**src/rtl/spi_slave_pkg.sv**
```systemverilog
// Shared types and constants for the parametrised SPI slave front-end.
package spi_slave_pkg;

    typedef enum logic [2:0] {
        IDLE      = 3'd0,
        CHK_CMD   = 3'd1,
        WRITE     = 3'd2,
        READ_ADD  = 3'd3,
        READ_DATA = 3'd4,
        DONE      = 3'd5
    } state_e;

    localparam logic [1:0] CMD_WR_ADDR = 2'b00;
    localparam logic [1:0] CMD_WR_DATA = 2'b01;
    localparam logic [1:0] CMD_RD_ADDR = 2'b10;
    localparam logic [1:0] CMD_RD_DATA = 2'b11;

    // A frame is two command bits followed by the payload.
    function automatic int frame_w(input int dataW);
        return dataW + 2;
    endfunction

endpackage

```
**src/rtl/spi_tx_shifter.sv**
```systemverilog
// Parallel-load serialiser that drives the read-back byte onto MISO, MSB first.
module spi_tx_shifter #(
    parameter int DATA_W = 8
) (
    input  logic              clk,
    input  logic              rst_n,
    input  logic              load_i,
    input  logic              clear_i,
    input  logic [DATA_W-1:0] data_i,
    output logic              busy_o,
    output logic              done_o,
    output logic              miso_o
);

    localparam int CNT_W = $clog2(DATA_W);

    logic [DATA_W-2:0] shift_q, shift_d;
    logic [CNT_W-1:0]  cnt_q, cnt_d;
    logic              busy_q, busy_d;
    logic              miso_q, miso_d;

    assign busy_o = busy_q;
    assign done_o = busy_q && (cnt_q == '0);
    assign miso_o = miso_q;

    // Clear wins over load; once the LSB has had its cycle, MISO drops back to 0.
    always_comb begin
        shift_d = shift_q;
        cnt_d   = cnt_q;
        busy_d  = busy_q;
        miso_d  = miso_q;
        if (clear_i) begin
            shift_d = '0;
            cnt_d   = '0;
            busy_d  = 1'b0;
            miso_d  = 1'b0;
        end else if (load_i) begin
            miso_d  = data_i[DATA_W-1];
            shift_d = data_i[DATA_W-2:0];
            cnt_d   = CNT_W'(DATA_W - 1);
            busy_d  = 1'b1;
        end else if (done_o) begin
            miso_d  = 1'b0;
            busy_d  = 1'b0;
        end else if (busy_q) begin
            miso_d  = shift_q[DATA_W-2];
            shift_d = shift_q << 1;
            cnt_d   = cnt_q - 1'b1;
        end
    end

    // Shifter registers with synchronous active-low reset.
    always_ff @(posedge clk) begin
        if (!rst_n) begin
            shift_q <= '0;
            cnt_q   <= '0;
            busy_q  <= 1'b0;
            miso_q  <= 1'b0;
        end else begin
            shift_q <= shift_d;
            cnt_q   <= cnt_d;
            busy_q  <= busy_d;
            miso_q  <= miso_d;
        end
    end

endmodule

```
**src/rtl/spi_slave_param.sv**
```systemverilog
// SPI slave front-end: frames MOSI into {cmd, payload} words and serialises read-back data.
module spi_slave_param
    import spi_slave_pkg::*;
#(
    parameter int DATA_W = 8
) (
    input  logic                        clk,
    input  logic                        rst_n,
    input  logic                        SS_n_i,
    input  logic                        MOSI_i,
    input  logic [DATA_W-1:0]           tx_data_i,
    input  logic                        tx_valid_i,
    output logic                        MISO_o,
    output logic [frame_w(DATA_W)-1:0]  rx_data_o,
    output logic                        rx_valid_o,
    output logic                        frame_err_o
);

    localparam int FRAME_W = frame_w(DATA_W);
    localparam int CNT_W   = $clog2(FRAME_W);

    state_e               state_q, state_d;
    logic [CNT_W-1:0]     bitCnt_q, bitCnt_d;
    logic [FRAME_W-1:0]   rxData_q, rxData_d;
    logic                 rxValid_q, rxValid_d;
    logic                 frameErr_q, frameErr_d;
    logic                 rdAddrDone_q, rdAddrDone_d;
    logic                 txPhase_q, txPhase_d;
    logic                 txLoad, txClear, txBusy, txDone;

    spi_tx_shifter #(
        .DATA_W (DATA_W)
    ) u_tx (
        .clk     (clk),
        .rst_n   (rst_n),
        .load_i  (txLoad),
        .clear_i (txClear),
        .data_i  (tx_data_i),
        .busy_o  (txBusy),
        .done_o  (txDone),
        .miso_o  (MISO_o)
    );

    assign rx_data_o   = rxData_q;
    assign rx_valid_o  = rxValid_q;
    assign frame_err_o = frameErr_q;

    // Next-state logic: SS_n high aborts any active frame; a read that has just finished its last bit counts as complete.
    always_comb begin
        state_d      = state_q;
        bitCnt_d     = bitCnt_q;
        rxData_d     = rxData_q;
        rxValid_d    = 1'b0;
        frameErr_d   = 1'b0;
        rdAddrDone_d = rdAddrDone_q;
        txPhase_d    = txPhase_q;
        txLoad       = 1'b0;
        txClear      = 1'b0;
        if ((state_q != IDLE) && SS_n_i) begin
            state_d   = IDLE;
            bitCnt_d  = '0;
            txPhase_d = 1'b0;
            txClear   = 1'b1;
            if ((state_q == READ_DATA) && txDone) begin
                rdAddrDone_d = 1'b0;
            end else if (state_q != DONE) begin
                frameErr_d = 1'b1;
            end
        end else begin
            case (state_q)
                IDLE: begin
                    bitCnt_d  = '0;
                    txPhase_d = 1'b0;
                    if (!SS_n_i) begin
                        state_d = CHK_CMD;
                    end
                end
                CHK_CMD: begin
                    rxData_d[FRAME_W-1] = MOSI_i;
                    bitCnt_d            = CNT_W'(FRAME_W - 2);
                    if (!MOSI_i) begin
                        state_d = WRITE;
                    end else if (rdAddrDone_q) begin
                        state_d = READ_DATA;
                    end else begin
                        state_d = READ_ADD;
                    end
                end
                WRITE, READ_ADD, READ_DATA: begin
                    if (!txPhase_q) begin
                        rxData_d[bitCnt_q] = MOSI_i;
                        if (bitCnt_q == '0) begin
                            rxValid_d = 1'b1;
                            if (state_q == READ_DATA) begin
                                txPhase_d = 1'b1;
                            end else begin
                                state_d = DONE;
                                if (state_q == READ_ADD) begin
                                    rdAddrDone_d = 1'b1;
                                end
                            end
                        end else begin
                            bitCnt_d = bitCnt_q - 1'b1;
                        end
                    end else if (txDone) begin
                        rdAddrDone_d = 1'b0;
                        txPhase_d    = 1'b0;
                        state_d      = DONE;
                    end else if (!txBusy && tx_valid_i) begin
                        txLoad = 1'b1;
                    end
                end
                DONE: begin
                    state_d = DONE;
                end
                default: begin
                    state_d = IDLE;
                end
            endcase
        end
    end

    // FSM and receive-path registers with synchronous active-low reset.
    always_ff @(posedge clk) begin
        if (!rst_n) begin
            state_q      <= IDLE;
            bitCnt_q     <= '0;
            rxData_q     <= '0;
            rxValid_q    <= 1'b0;
            frameErr_q   <= 1'b0;
            rdAddrDone_q <= 1'b0;
            txPhase_q    <= 1'b0;
        end else begin
            state_q      <= state_d;
            bitCnt_q     <= bitCnt_d;
            rxData_q     <= rxData_d;
            rxValid_q    <= rxValid_d;
            frameErr_q   <= frameErr_d;
            rdAddrDone_q <= rdAddrDone_d;
            txPhase_q    <= txPhase_d;
        end
    end

endmodule

```
**config.mk**
```make
export PLATFORM = sky130hd
export DESIGN_NAME = spi_slave_param
export DESIGN_NICKNAME = d
export VERILOG_FILES = /design/src/rtl/spi_slave_pkg.sv /design/src/rtl/spi_tx_shifter.sv /design/src/rtl/spi_slave_param.sv
export SDC_FILE = /design/constraint.sdc
export NUM_CORES = 1
export LEC_CHECK = 0
export CORE_ASPECT_RATIO = 1.75
export CORE_MARGIN = 2
export CORE_UTILIZATION = 53
export CTS_CLUSTER_SIZE = 20
export DETAILED_ROUTE_END_ITERATION = 10
export PLACE_DENSITY = 0.78
export SLEW_MARGIN = 20
export SYNTH_ARGS = -nofsm -noshare
export SYNTH_HDL_FRONTEND = slang
export SYNTH_SLANG_ARGS = --single-unit
```
**constraint.sdc**
```tcl
create_clock -name clk -period 2 [get_ports clk]
set_clock_uncertainty 0.15 [all_clocks]
set_input_delay 0.3 -clock clk [delete_from_list [all_inputs] [get_ports clk]]
set_output_delay 0.3 -clock clk [all_outputs]
set_load 0.03 [all_outputs]
```
# Word-level counts from Yosys, hierarchy flattened
# Cells that the tools add are included.
# classes
add_sub_neg,2
multipliers,0
n_div,0
n_lt_le_gt_ge,2
eq_ne,16
shifts,0
mux,47
bitwise_logic,4
reduce_logical,30
# op_table
operator,n
3-bit 2-to-1 mux,10
1-bit 2-to-1 mux,25
7-bit 2-to-1 mux,3
"3-bit != test, second input constant",5
3-bit nonzero test,5
3-bit one-hot mux with 4 select lines,1
4-bit one-hot mux with 3 select lines,1
10-bit bitwise mux,1
10-bit 2-to-1 mux,1
2-bit nonzero test,5
3-bit AND reduction,3
4-bit 2-to-1 mux,2
"2-bit != test, second input constant",4
"3-bit by 2-bit == test with 1-bit output, second input constant",2
"3-bit == test, second input constant",2
3-bit logical NOT,2
6-bit AND reduction,1
3-bit OR reduction,2
1-bit logical AND,5
"4-bit by 5-bit < comparator with 1-bit output, second input constant",1
1-bit demux with 4-bit select,1
"4-bit by 1-bit greater-or-equal comparator with 1-bit output, second input constant",1
4-bit logical NOT,1
1-bit inverter,4
other kinds (11),13
# totals
regBits,33
latch_bits,0
ramBits,0
mem_bits_ro,0
input_bits,13
memories,0

# Logic depth before layout (Yosys ltp)
# logic_depth
word_depth,9
ltp_mapped,7
depth_no_buf,6

# By module
# From an unflattened synthesis, not the netlist that was laid out.
# unflattened
cells_unflattened,220
hier_area_um2,1908.1
# modules_own_cells
mod,instances,cells_each,area_per_inst_um2
spi_slave_param,1,151,1278.7
spi_tx_shifter,1,69,629.4

# Worst setup path after synthesis
# No wires, ideal clock.
# synth_path
kind,register to register
start,reg state_q[1]
end,"reg rxData_q[0], in the netlist rx_data_o[0]"
setup_time_ps,127
arrival_ps,1433
setup_slack_ps,290
stages_incl_launch_ff,6
n_path_buf,1
period_less_slack_ps,1710
path_cell_list,dfxtp_1 buf_6 or3b_4 a2111oi_4 nand2_1 mux2i_1
# synth_via
elab_chain_cells,4
word_cells_on_any_way,8
classes_between,eq/ne (3); bitwise (1); reduce/logical (4)
# synth_rtl
element,line,source
"start, declared",spi_slave_param.sv:22,"state_e state_q, state_d;"
"start signal, assigned",spi_slave_param.sv:134,state_q <= state_d;
"parallel branches: the longest is 3 deep, another holds 3-bit == test",--,
3-bit AND reduction (no line) *,--,
"end signal, assigned",spi_slave_param.sv:136,rxData_q <= rxData_d;
"end, declared",spi_slave_param.sv:24,"logic [FRAME_W-1:0] rxData_q, rxData_d;"
# Mark *: on every way between the ends.
# A chain may end at the register's enable or synchronous reset.

# Worst setup path in the final report
# layout_path
start,reg state_q[1]
end,"reg rxData_q[1], in the netlist rx_data_o[1]"
# The elaborated chain is that of the path after synthesis.

==> impl_metrics.ini <==
[status]
status = complete, no violations

[die]
die_w_microns = 47.3
die_area_sq_um = 3770
core_sq_um = 3140
die_h_microns = 79.7
ioPinCount = 26
placementRows = 27
initial_core_util_pct = 55.3

[min_path]
holdCritPathClass = reg2reg
whs_path_depth = 2

[timing]
min_period_over_period_pct = 96.3
tightestPinTransition_ps = 647
min_period_ps = 1930
finalHoldViolCount = 0
finalSetupViolCount = 0
setup_tns_ps = 0
whs_ps = 312
drv_slew = 0
max_slew_margin_pct = 56.7
fmax_mhz = 519
rsz0062_at_grt = false
setup_ws_ps = 74.5

[routing]
wl_microns = 4090
vias = 1600
viasPerCell = 5.84
dr.pass1.iters = 5
wl_per_cell_microns = 14.9
drt_iter0_markers = 67
antenna_left = 0
drc = 0

[global_route]
antenna_found_initial = 0
grt_usage_pct = 25.1
grt_first_pass_wirelength_microns = 6900
grt_max_degree = 20
grt_pass1_vias = 1660
grt-ovfl-total = 0

[power]
powerDensity_nw_per_um2 = 808
power.leakage_nw = 0.857
p_total_mw = 1.80
ir_drop_mv = 0.577

[placement]
dp_hpwl_microns = 3180
dpl_cell_area_sq_um = 2090
gp_congestion = 0.845
port_buffers = 25
dpl_worst_slack_ps = 40.2
place_inst = 265

[clock_tree]
cts_buffers = 5
cts-root-buf = clkbuf_8
htree_levels = 2
clk_pin_slew_ps = 70
max-clock-path-buffers = 2
cts_tree = built
cts_num_sinks = 33
cts_hold_buf = 0
clk_latency_ps = 290

[logic_synthesis]
synth-edff-count = 0
synth_top_area_share_pct = 38.0
ys_warn_count = 0
yosysTopAreaCell = dfxtp_1
yosysUniqueCellTypes = 46
synth_area_leaders = dfxtp_1, mux2i_1, nand2_1, a21oi_1, ha_1
synth_seq_area_share_pct = 38.0
synth_ff_type = dfxtp_1
synth_area_per_cell_sq_um = 8.86
netlist_instances = 196
async_flop_share_pct = 0
synth_common_cells = dfxtp_1, nand2_1, a21oi_1
synth_area_sq_um = 1740
synth-seq-cells = 33
syn_nets = 215
synth.most_common_cell = dfxtp_1

[finish]
utilization_pct = 70.9
instances_no_fill = 274
final_nets = 249
area_growth_pct = 28.3
drive_gt1_share_pct = 12.6
nFillCells = 258
post-route-cell-area_sq_um = 2230
diodes = 0

[critical_path]
startpoint = state_q[1]
r2r_slack_ps = 70
reg2reg_to = rx_data_o[1]
critical_path_class = reg2reg
ff2ff_path_depth = 5
crit_path_end_kind = register
crit_path_end = rx_data_o[1]
cp-start-kind = register
r2r-start = state_q[1]
critPathMaxFanout = 9
cp.required_ps = 2010
worst-endpoint-arrival_ps = 1930

[run]
maxCapViolCount = 0
## registers in the layout, indices dropped and copies added (netlist names)
signal	flops
u_tx.miso_o	1
u_tx.busy_o	1
frame_err_o	1
rx_data_o	10
bitCnt_q	4
u_tx.shift_q	7
u_tx.cnt_q	3
txPhase_q	1
rx_valid_o	1
state_q	3
rdAddrDone_q	1
## worst max-delay path, stage by stage (launching register included)
cell,delay [ps]
dfxtp_1,400
or3b_4,490
a2111oi_4,350
buf_4,190
nand2_1,70
mux2i_1,140
## layout make-up
type | instances | area (sq um) | share of cell area (%)
inverter | 8 | 30.0 | 1.35
timing repair buffer | 39 | 368 | 16.5
clock inverter | 1 | 30.0 | 1.35
tap | 43 | 53.8 | 2.41
multi-input combinational | 143 | 998 | 44.8
clock buffer | 7 | 86.3 | 3.87
sequential | 33 | 662 | 29.7
## report_power, final
| part | internal (mW) | switching (mW) | total [mW] |
|---|---|---|---|
| Clock | 0.406 | 0.239 | 0.645 |
| Sequential | 0.687 | 0.0284 | 0.716 |
| Combinational | 0.195 | 0.245 | 0.440 |
| Total | 1.29 | 0.512 | 1.80 |
## worst min path at each step
| stage | start | end | slack, ps |
|---|---|---|---|
| finish | rx_data_o[2] | rx_data_o[2] | 310 |
| global route | rx_data_o[2] | rx_data_o[2] | 340 |
| CTS | rx_data_o[2] | rx_data_o[2] | 320 |
| detailed placement | rx_data_o[9] | rx_data_o[9] | 310 |
| global placement | rx_data_o[2] | rx_data_o[2] | 290 |
| floorplan | tx_data_i[0] | u_tx.shift_q[0] | 290 |
## what timing repair did
action,in CTS,in global routing
endpoints found under the setup margin,0,4
buffers inserted,0,1
endpoints found under the hold margin,0,0
gates resized for setup,0,3
## cell families (layout without fill, tap and decap cells)
family          count (synthesis)  in the layout  share of synthesized area (%)
simple gates                   68             68                           21.0
flops                          33             33                           38.0
xor+xnor                        3              3                           1.51
buf+inv                        20             55                           4.97
fa+ha+maj                       6              6                           4.32
compound gates                 56             56                           24.4
mux                            10             10                           5.76
## layout by cell type, fill, tap and decap left out, types with 2 or more instances in the layout
master,instances
dfxtp_1,32
nand2_1,25
clkdlybuf4s50_1,25
a21oi_1,17
buf_4,13
mux2i_1,10
nand3_1,9
inv_1,8
nor2_1,7
a22oi_1,7
nor2b_1,7
ha_1,6
clkbuf_8,6
o21ai_0,5
o211ai_1,3
a211oi_1,3
and3b_1,2
nand3b_1,2
o211a_1,2
nand2b_1,2
nor4b_1,2
o21a_1,2
xnor2_1,2
a221oi_1,2
a2111oi_4,2
nor3_1,2
o2111ai_1,2
a31oi_1,2
## per-layer routing
metal / track usage (%) / routed length (microns) / share of wire [%]
met1: 23.1 / 1390 / 34
met2: 47.0 / 2420 / 59
met3: 5.66 / 151 / 3.7
met4: 11.7 / 121 / 3.0
met5: 0 / 0 / 0
(Power assumes the default switching activity.)
